===== src/rtl/sysbus_pkg.sv =====
// rtl/sysbus_pkg.sv - shared system bus widths and destination select encoding
// Purpose: common definitions for both ends of the system bus (source mux and
//          load end). Both ends must agree on the bus_sel_e encoding.
// Contents: N (bus width), AW (address width), DW (data register width),
//           bus_sel_e (4-bit destination/source select), is_noop_sel helper.
package sysbus_pkg;

  localparam int N  = 38;
  localparam int AW = 12;
  localparam int DW = 32;

  typedef enum logic [3:0] {
    PC   = 4'd0,
    DR   = 4'd1,
    AR   = 4'd2,
    AC   = 4'd3,
    MEM  = 4'd4,
    TR   = 4'd5,
    ROP1 = 4'd6,
    ROP2 = 4'd7,
    GPR1 = 4'd8
  } bus_sel_e;

  // Selects above GPR1 address no destination.
  function automatic logic is_noop_sel(input logic [3:0] sel);
    return sel > 4'(GPR1);
  endfunction

endpackage


===== src/rtl/system_bus_load_if.sv =====
// rtl/system_bus_load_if.sv - control and memory-write handshake bundle of the bus load end
// Purpose: groups the bus value, control-unit strobes and the memory write
//          handshake. master = control unit / memory side, slave = load end.
// Signals: bus, ld_sel, ld_en, inc_pc, clr_ac (control -> load end);
//          mem_addr, mem_wdata, mem_we, busy (load end -> memory/control);
//          mem_ack (memory -> load end).
interface system_bus_load_if;
  import sysbus_pkg::*;

  logic [N-1:0]  bus;
  logic [3:0]    ld_sel;
  logic          ld_en;
  logic          inc_pc;
  logic          clr_ac;
  logic [AW-1:0] mem_addr;
  logic [N-1:0]  mem_wdata;
  logic          mem_we;
  logic          mem_ack;
  logic          busy;

  modport master (
    output bus, ld_sel, ld_en, inc_pc, clr_ac, mem_ack,
    input  mem_addr, mem_wdata, mem_we, busy
  );

  modport slave (
    input  bus, ld_sel, ld_en, inc_pc, clr_ac, mem_ack,
    output mem_addr, mem_wdata, mem_we, busy
  );

endinterface


===== src/rtl/system_bus_memwr.sv =====
// rtl/system_bus_memwr.sv - MEM destination write FSM with address/data capture
// Purpose: on start in IDLE captures data and address, raises mem_we and busy,
//          and holds them until mem_ack is sampled high.
// Ports: clk, rst (async active-high); start (MEM load request), data (bus
//        value), addr (current AR), ack (memory acknowledge); outputs
//        mem_addr, mem_wdata, mem_we, busy.
module system_bus_memwr
  import sysbus_pkg::*;
(
  input  logic          clk,
  input  logic          rst,
  input  logic          start,
  input  logic [N-1:0]  data,
  input  logic [AW-1:0] addr,
  input  logic          ack,
  output logic [AW-1:0] mem_addr,
  output logic [N-1:0]  mem_wdata,
  output logic          mem_we,
  output logic          busy
);

  // mem_wr_state_e
  localparam logic [0:0] IDLE  = 1'b0;
  localparam logic [0:0] WRITE = 1'b1;

  logic [0:0] state;

  always_ff @(posedge clk or posedge rst) begin
    if (rst) begin
      state     <= IDLE;
      mem_addr  <= '0;
      mem_wdata <= '0;
      mem_we    <= 1'b0;
    end else begin
      case (state)
        IDLE: begin
          // ack in IDLE is meaningless and deliberately ignored.
          if (start) begin
            mem_addr  <= addr;
            mem_wdata <= data;
            mem_we    <= 1'b1;
            state     <= WRITE;
          end
        end
        WRITE: begin
          // A new start here is dropped; there is no request queue.
          if (ack) begin
            mem_we <= 1'b0;
            state  <= IDLE;
          end
        end
        default: begin
          mem_we <= 1'b0;
          state  <= IDLE;
        end
      endcase
    end
  end

  // Decoded straight from the state flop, so it tracks mem_we exactly.
  assign busy = (state == WRITE);

endmodule


===== src/rtl/system_bus_load.sv =====
// rtl/system_bus_load.sv - destination (load) end of the CPU system bus
// Purpose: latches the bus value into the selected destination register
//          (PC, DR, AR, AC, TR, ROP1, ROP2, GPR1) or starts a memory write.
// Ports: clk, rst (async active-high); sb (system_bus_load_if.slave: bus,
//        ld_sel, ld_en, inc_pc, clr_ac, mem_ack, mem_addr, mem_wdata, mem_we,
//        busy); register outputs PC_q, AR_q, DR_q, AC_q, TR_q, ROP1_q, ROP2_q,
//        GPR1_q.
// Option: SYSBUS_LOAD_CONFLICT_EN adds a sticky 'conflict' output flagging a
//         MEM load while busy or a load with a no-op select.
module system_bus_load
  import sysbus_pkg::*;
(
  input  logic          clk,
  input  logic          rst,
  system_bus_load_if.slave sb,
  output logic [AW-1:0] PC_q,
  output logic [AW-1:0] AR_q,
  output logic [N-1:0]  DR_q,
  output logic [DW-1:0] AC_q,
  output logic [DW-1:0] TR_q,
  output logic [DW-1:0] ROP1_q,
  output logic [DW-1:0] ROP2_q,
  output logic [DW-1:0] GPR1_q
`ifdef SYSBUS_LOAD_CONFLICT_EN
  ,
  output logic          conflict
`endif
);

  logic ld_pc, ld_dr, ld_ar, ld_ac, ld_mem, ld_tr, ld_rop1, ld_rop2, ld_gpr1;

  assign ld_pc   = sb.ld_en && (sb.ld_sel == 4'(PC));
  assign ld_dr   = sb.ld_en && (sb.ld_sel == 4'(DR));
  assign ld_ar   = sb.ld_en && (sb.ld_sel == 4'(AR));
  assign ld_ac   = sb.ld_en && (sb.ld_sel == 4'(AC));
  assign ld_mem  = sb.ld_en && (sb.ld_sel == 4'(MEM));
  assign ld_tr   = sb.ld_en && (sb.ld_sel == 4'(TR));
  assign ld_rop1 = sb.ld_en && (sb.ld_sel == 4'(ROP1));
  assign ld_rop2 = sb.ld_en && (sb.ld_sel == 4'(ROP2));
  assign ld_gpr1 = sb.ld_en && (sb.ld_sel == 4'(GPR1));

  // Register bank: each destination takes the low bits of the bus that fit it.
  always_ff @(posedge clk or posedge rst) begin
    if (rst) begin
      PC_q   <= '0;
      AR_q   <= '0;
      DR_q   <= '0;
      AC_q   <= '0;
      TR_q   <= '0;
      ROP1_q <= '0;
      ROP2_q <= '0;
      GPR1_q <= '0;
    end else begin
      // An explicit load outranks increment/clear in the same cycle.
      if (ld_pc)          PC_q <= sb.bus[AW-1:0];
      else if (sb.inc_pc) PC_q <= PC_q + AW'(1);

      if (ld_ac)          AC_q <= sb.bus[DW-1:0];
      else if (sb.clr_ac) AC_q <= '0;

      if (ld_dr)   DR_q   <= sb.bus;
      if (ld_ar)   AR_q   <= sb.bus[AW-1:0];
      if (ld_tr)   TR_q   <= sb.bus[DW-1:0];
      if (ld_rop1) ROP1_q <= sb.bus[DW-1:0];
      if (ld_rop2) ROP2_q <= sb.bus[DW-1:0];
      if (ld_gpr1) GPR1_q <= sb.bus[DW-1:0];
    end
  end

  // AR_q here is the pre-edge value, so a same-edge AR load does not leak in.
  system_bus_memwr u_memwr (
    .clk       (clk),
    .rst       (rst),
    .start     (ld_mem),
    .data      (sb.bus),
    .addr      (AR_q),
    .ack       (sb.mem_ack),
    .mem_addr  (sb.mem_addr),
    .mem_wdata (sb.mem_wdata),
    .mem_we    (sb.mem_we),
    .busy      (sb.busy)
  );

`ifdef SYSBUS_LOAD_CONFLICT_EN
  always_ff @(posedge clk or posedge rst) begin
    if (rst) begin
      conflict <= 1'b0;
    end else if ((ld_mem && sb.busy) || (sb.ld_en && is_noop_sel(sb.ld_sel))) begin
      conflict <= 1'b1;
    end
  end
`endif

endmodule


===== src/flat_wrapper.sv =====
// flat-port wrapper written by rule: the top's interface ports become plain ports
module system_bus_load_flat import sysbus_pkg::*;
  (clk, rst, PC_q, AR_q, DR_q, AC_q, TR_q, ROP1_q, ROP2_q, GPR1_q, sb_bus, sb_ld_sel, sb_ld_en, sb_inc_pc, sb_clr_ac, sb_mem_ack, sb_mem_addr, sb_mem_wdata, sb_mem_we, sb_busy);
  system_bus_load_if sb_i ();
  input  logic clk;
  input  logic rst;
  output logic [AW-1:0] PC_q;
  output logic [AW-1:0] AR_q;
  output logic [N-1:0] DR_q;
  output logic [DW-1:0] AC_q;
  output logic [DW-1:0] TR_q;
  output logic [DW-1:0] ROP1_q;
  output logic [DW-1:0] ROP2_q;
  output logic [DW-1:0] GPR1_q;
  input wire logic [$bits(sb_i.bus)-1:0] sb_bus;
  input wire logic [$bits(sb_i.ld_sel)-1:0] sb_ld_sel;
  input wire logic [$bits(sb_i.ld_en)-1:0] sb_ld_en;
  input wire logic [$bits(sb_i.inc_pc)-1:0] sb_inc_pc;
  input wire logic [$bits(sb_i.clr_ac)-1:0] sb_clr_ac;
  input wire logic [$bits(sb_i.mem_ack)-1:0] sb_mem_ack;
  output wire logic [$bits(sb_i.mem_addr)-1:0] sb_mem_addr;
  output wire logic [$bits(sb_i.mem_wdata)-1:0] sb_mem_wdata;
  output wire logic [$bits(sb_i.mem_we)-1:0] sb_mem_we;
  output wire logic [$bits(sb_i.busy)-1:0] sb_busy;
  assign sb_i.bus = sb_bus;
  assign sb_i.ld_sel = sb_ld_sel;
  assign sb_i.ld_en = sb_ld_en;
  assign sb_i.inc_pc = sb_inc_pc;
  assign sb_i.clr_ac = sb_clr_ac;
  assign sb_i.mem_ack = sb_mem_ack;
  assign sb_mem_addr = sb_i.mem_addr;
  assign sb_mem_wdata = sb_i.mem_wdata;
  assign sb_mem_we = sb_i.mem_we;
  assign sb_busy = sb_i.busy;
  system_bus_load u_core (.clk(clk), .rst(rst), .sb(sb_i), .PC_q(PC_q), .AR_q(AR_q), .DR_q(DR_q), .AC_q(AC_q), .TR_q(TR_q), .ROP1_q(ROP1_q), .ROP2_q(ROP2_q), .GPR1_q(GPR1_q));
endmodule

===== config.mk =====
export PLATFORM = sky130hd
export DESIGN_NAME = system_bus_load_flat
export DESIGN_NICKNAME = d
export VERILOG_FILES = /design/src/rtl/sysbus_pkg.sv /design/src/rtl/system_bus_load_if.sv /design/src/rtl/system_bus_memwr.sv /design/src/rtl/system_bus_load.sv /design/src/flat_wrapper.sv
export SDC_FILE = /design/constraint.sdc
export NUM_CORES = 1
export LEC_CHECK = 0
export ABC_AREA = 1
export CAP_MARGIN = 20
export CORE_AREA = 10 10 176 162
export DETAILED_ROUTE_END_ITERATION = 12
export DIE_AREA = 0 0 186 172
export PLACE_DENSITY_LB_ADDON = 0.3
export SLEW_MARGIN = 20
export SYNTH_ARGS = -nofsm -noshare
export SYNTH_HDL_FRONTEND = slang
export SYNTH_SLANG_ARGS = --single-unit

===== constraint.sdc =====
create_clock -name clk -period 8.88 [get_ports clk]
set_clock_uncertainty 0.15 [all_clocks]
set_input_delay 0.888 -clock clk [delete_from_list [all_inputs] [get_ports clk]]
set_output_delay 0.888 -clock clk [all_outputs]
set_load 0.03 [all_outputs]

# Word level (Yosys, flattened, before mapping)
# Index checks and enable logic that the tools add are counted.
[classes]
eq_ne = 10
reduce_logical = 14
bitwise = 1
muxes = 10
add_sub_neg = 1
[ops]
columns = ["operator", "count"]
rows = [
  ["32-bit 2-to-1 mux", 2],
  ["12-bit 2-to-1 mux", 2],
  ["4-bit by 3-bit equality test with 1-bit output, second input constant", 4],
  ["12-bit by 1-bit adder with 12-bit output, second input constant", 1],
  ["1-bit logical AND", 9],
  ["4-bit by 2-bit equality test with 1-bit output, second input constant", 2],
  ["4-bit by 1-bit equality test with 1-bit output, second input constant", 1],
  ["4-bit equality test, second input constant", 1],
  ["4-bit logical NOT", 1],
  ["1-bit 2-to-1 mux", 4],
  ["1-bit case mux with 2 select lines", 2],
  ["2-bit AND reduction", 2],
  ["2-bit nonzero test", 2],
  ["2-bit by 1-bit != test with 1-bit output, second input constant", 1],
  ["2-bit != test, second input constant", 1],
  ["1-bit NOT", 1],
]
[totals]
ff_bits = 274
input_bits = 48

# Logic depth before layout (Yosys ltp)
[depth]
word_depth = 4
ltp_mapped = 8
ltp_nobuf = 8

# Modules after synthesis
# A second synthesis with hierarchy kept.
[hier_totals]
cells_unflattened = 1075
area_unflattened_um2 = 10398.7
[by_module_without_submodules]
columns = ["module", "cells_per_inst", "seq_area_each_um2", "area_each_um2", "instances"]
rows = [
  ["system_bus_load", 853, 5555.3, 8431.8, 1],
  ["system_bus_memwr", 222, 1301.2, 1966.9, 1],
]

# Worst setup path before layout
# No wires, ideal clock.
[synth_path]
kind = "input to register"
start = "input sb_ld_en"
end = "register u_core.ROP2_q[10]"
path_stages = 7
arrival_ns = 1.707
slack_ns = 6.892
cell_sequence = "buf_2 -> nand3_1 -> inv_2 -> nand2_2 -> clkbuf_1 -> nand2_1 -> o21ai_0"
[synth_between]
elab_chain_len = 1
[synth_lines]
columns = ["element", "line", "rtl"]
rows = [
  ["start, declared", "flat_wrapper.sv:17", "input wire logic [$bits(sb_i.ld_en)-1:0] sb_ld_en;"],
  ["1-bit logical AND", "system_bus_load.sv:39", "assign ld_rop2 = sb.ld_en && (sb.ld_sel == 4'(ROP2));"],
  ["end signal, assigned", "system_bus_load.sv:65", "if (ld_rop2) ROP2_q <= sb.bus[DW-1:0];"],
  ["end, declared", "system_bus_load.sv:22", "output logic [DW-1:0] ROP2_q,"],
]
# Every way passes these cells.
# A chain may end at the register's enable or synchronous reset.

# Worst setup path after layout
[layout_path]
start = "input sb_ld_en"
end = "register u_core.u_memwr.mem_wdata[13]"
[layout_between]
elab_chain_len = 2
[layout_lines]
columns = ["element", "line", "rtl"]
rows = [
  ["1-bit logical AND", "system_bus_load.sv:36", "assign ld_mem = sb.ld_en && (sb.ld_sel == 4'(MEM));"],
  ["2-bit AND reduction (no line)", "-", ""],
  ["end signal, assigned", "system_bus_memwr.sv:40", "mem_wdata <= data;"],
  ["end, declared", "system_bus_memwr.sv:17", "output logic [N-1:0] mem_wdata,"],
]
# Every way passes these cells.

==> flow_summary.json <==
{
  "dieWidth_um": 186,
  "ant_nets": 0,
  "grt_pass1_vias": 8282,
  "synth.top_cell.area_share_pct": 66.9,
  "power_frac_clock_pct": 30.4,
  "seqPwrFrac_pct": 37.7,
  "syn_area_per_cell_um2": 9.93,
  "worstHoldEndpoint": "u_core.GPR1_q[19]",
  "synthTopCellsByArea": "dfrtp_1 (67%), nand2_1 (9.9%), o21ai_0 (8.8%)",
  "worstSkewPairLatency_ns": 0.53,
  "syn2layout_area_growth_pct": 44.5,
  "via_count": 8321,
  "grt_max_degree": 145,
  "start_util_pct": 41.3,
  "port_buffers": 321,
  "antenna_found_initial": 0,
  "clock.fmax_mhz": 353,
  "viasPerCell": 4.97,
  "dr.pass1.iters": 5,
  "place.gp.congestion": 0.853,
  "yosysWarnings": 0,
  "nNetsFinal": 1386,
  "critPathArrivalTime_ns": 3.08,
  "swShare_pct": 34.4,
  "core_mm2": 0.0248,
  "synth_top_flop_cell": "dfrtp_1",
  "dieArea_mm2": 0.0320,
  "relSlewSlack_pct": 34.9,
  "root_buffer": "clkbuf_16",
  "routedWlPerCell_um": 19.8,
  "grt_usage_pct": 20.0,
  "peakVddDrop_uv": 166,
  "async_flop_share_pct": 100,
  "setup_viol": 0,
  "synth-seq-area-share_pct": 66.9,
  "hold_path_class": "register to register",
  "p_comb_share_pct": 31.9,
  "regToRegSetupSlack_ns": 6.72,
  "cts_tree": "yes",
  "p_leak_uw": 0.00680,
  "crit_fanout": 50,
  "yosysMostFrequentCell": "dfrtp_1",
  "drv.max_cap_violation_count": 0,
  "power.switching_uw": 1510,
  "holdPathStages": 2,
  "cts.sinks": 274,
  "ys_ff_latch": 274,
  "min_period_ns": 2.83,
  "dpl.hpwl_um": 22900,
  "yosys.area.top_type": "dfrtp_1",
  "cts-resized-gates": 0,
  "endpoint_kind": "register",
  "reg2regPathDepth": 5,
  "synth_area_mm2": 0.0102,
  "synth_top_cells_by_count": "dfrtp_1 (274), nand2_1 (271), o21ai_0 (180)",
  "startpoint_type": "input pin",
  "num_rows": 55,
  "setup_tns_ns": 0,
  "r2r_start": "u_core.u_memwr.busy",
  "antenna_cells": 0,
  "ioPinCount": 322,
  "p_int_uw": 2880,
  "synth_nets": 1080,
  "status": "complete, no violations",
  "drive_above_1_share_pct": 5.29,
  "htreeDepth": 1,
  "tightestPinTransition_ns": 0.977,
  "drv_slew": 0,
  "clk_pin_slew_ns": 0.06,
  "syn_inst": 1031,
  "crit_type": "input pin to register",
  "cts_buffer_depth": 3,
  "required_ns": 9.13,
  "rsz0062_at_grt": "false",
  "chipHeight_um": 172,
  "synth_edf_count": 0,
  "drc": 0,
  "fin_crit_sh_pct": 31.9,
  "grt-ovfl-total": 0,
  "grt_pass1_wl_um": 49900,
  "post_cts_buffers": 0,
  "hold_viol_final": 0,
  "r2r_end": "u_core.u_memwr.mem_wdata[13]",
  "hold_buffers": 0,
  "wl_um": 33100,
  "holdCritStartpoint": "u_core.GPR1_q[19]",
  "dr.first_iter.drc_count": 592,
  "synth_cell_type_count": 26,
  "cts_made_buffers": 30,
  "power.total_uw": 4390,
  "power_density_mw_per_mm2": 296
}
-- power groups by stage --
stage | combinational [uW] | clock (uW) | sequential, uW
after floorplan | 251 | 0 | 2150
after global placement | 1390 | 0 | 1660
after detailed placement | 1410 | 0 | 1670
after CTS | 1420 | 1360 | 1650
after global routing | 1490 | 1410 | 1680
final | 1400 | 1340 | 1650
-- stage by stage --
| stage | cells | area, um^2 | setup WS, ns | hold slack, ns | util, % |
|---|---|---|---|---|---|
| after detailed placement | 1616 | 13700 | 5.52 | 0.314 | 55.2 |
| after CTS | 1671 | 14800 | 6.04 | 0.337 | 59.6 |
| after global placement | 1616 | 13700 | 5.61 | 0.312 | 55.2 |
| after global routing | 1673 | 14800 | 5.94 | 0.352 | 59.7 |
| final | 1673 | 14800 | 6.05 | 0.330 | 59.7 |
| after floorplan | 1031 | 10200 | 0.290 | 0.504 | - |
-- layer usage --
layer | up-vias | part of all wire [%] | track usage (%)
met3 | 50 | 10 | 7.20
met5 | - | 0 | 0
met2 | 303 | 47 | 32.3
li1 | 3939 | - | -
met4 | 0 | 2.3 | 5.04
met1 | 4029 | 41 | 25.0
-- critical path, stage by stage --
cell and delay, ns:
clkdlybuf4s50_1 0.77, nand4_4 0.60, buf_4 0.51, nand2_1 0.15, o21ai_0 0.10
-- worst max-delay path by stage --
stage,startpoint,endpoint
after detailed placement,sb_ld_en,u_core.DR_q[1]
after global routing,sb_ld_en,u_core.u_memwr.mem_wdata[29]
after global placement,sb_ld_en,u_core.ROP2_q[28]
after floorplan,rst,u_core.AC_q[0]
final,sb_ld_en,u_core.u_memwr.mem_wdata[13]
after CTS,u_core.PC_q[3],PC_q[3]
-- state kept, by name, summed over array words and instances (netlist names) --
register	cells
u_core.AC_q	32
u_core.AR_q	12
u_core.DR_q	38
u_core.GPR1_q	32
u_core.PC_q	12
u_core.ROP1_q	32
u_core.ROP2_q	32
u_core.TR_q	32
u_core.u_memwr.busy	1
u_core.u_memwr.mem_addr	12
u_core.u_memwr.mem_wdata	38
u_core.u_memwr.mem_we	1
-- area by class of cell --
type	instances	area, um^2
clock buffers	44	895
clock inverters	11	186
fillers	2113	9970
inverters	62	240
multi-input cells	642	2930
flip-flops and latches	274	6860
well taps	313	392
repair buffers	327	3300
-- cell families (layout without fill, tap and decap cells) --
family	Yosys count	count (layout)	share of synthesized area, %
xor+xnor	5	5	0.428
fa+ha+maj	1	1	0.122
flops	274	274	66.9
buf+inv	115	444	4.67
compound gates	257	257	12.6
simple gates	379	379	15.2
-- cells in the final DEF, fill, tap and decap left out, types with 12 or more instances in the layout --
| cell | count |
|---|---|
| o21ai_0 | 180 |
| nor2_1 | 71 |
| clkdlybuf4s50_1 | 321 |
| clkbuf_16 | 31 |
| o21ai_1 | 12 |
| inv_1 | 57 |
| a21oi_1 | 64 |
| dfrtp_1 | 274 |
| nand2_1 | 271 |
| nand3_1 | 23 |
(Power assumes the default switching activity.)
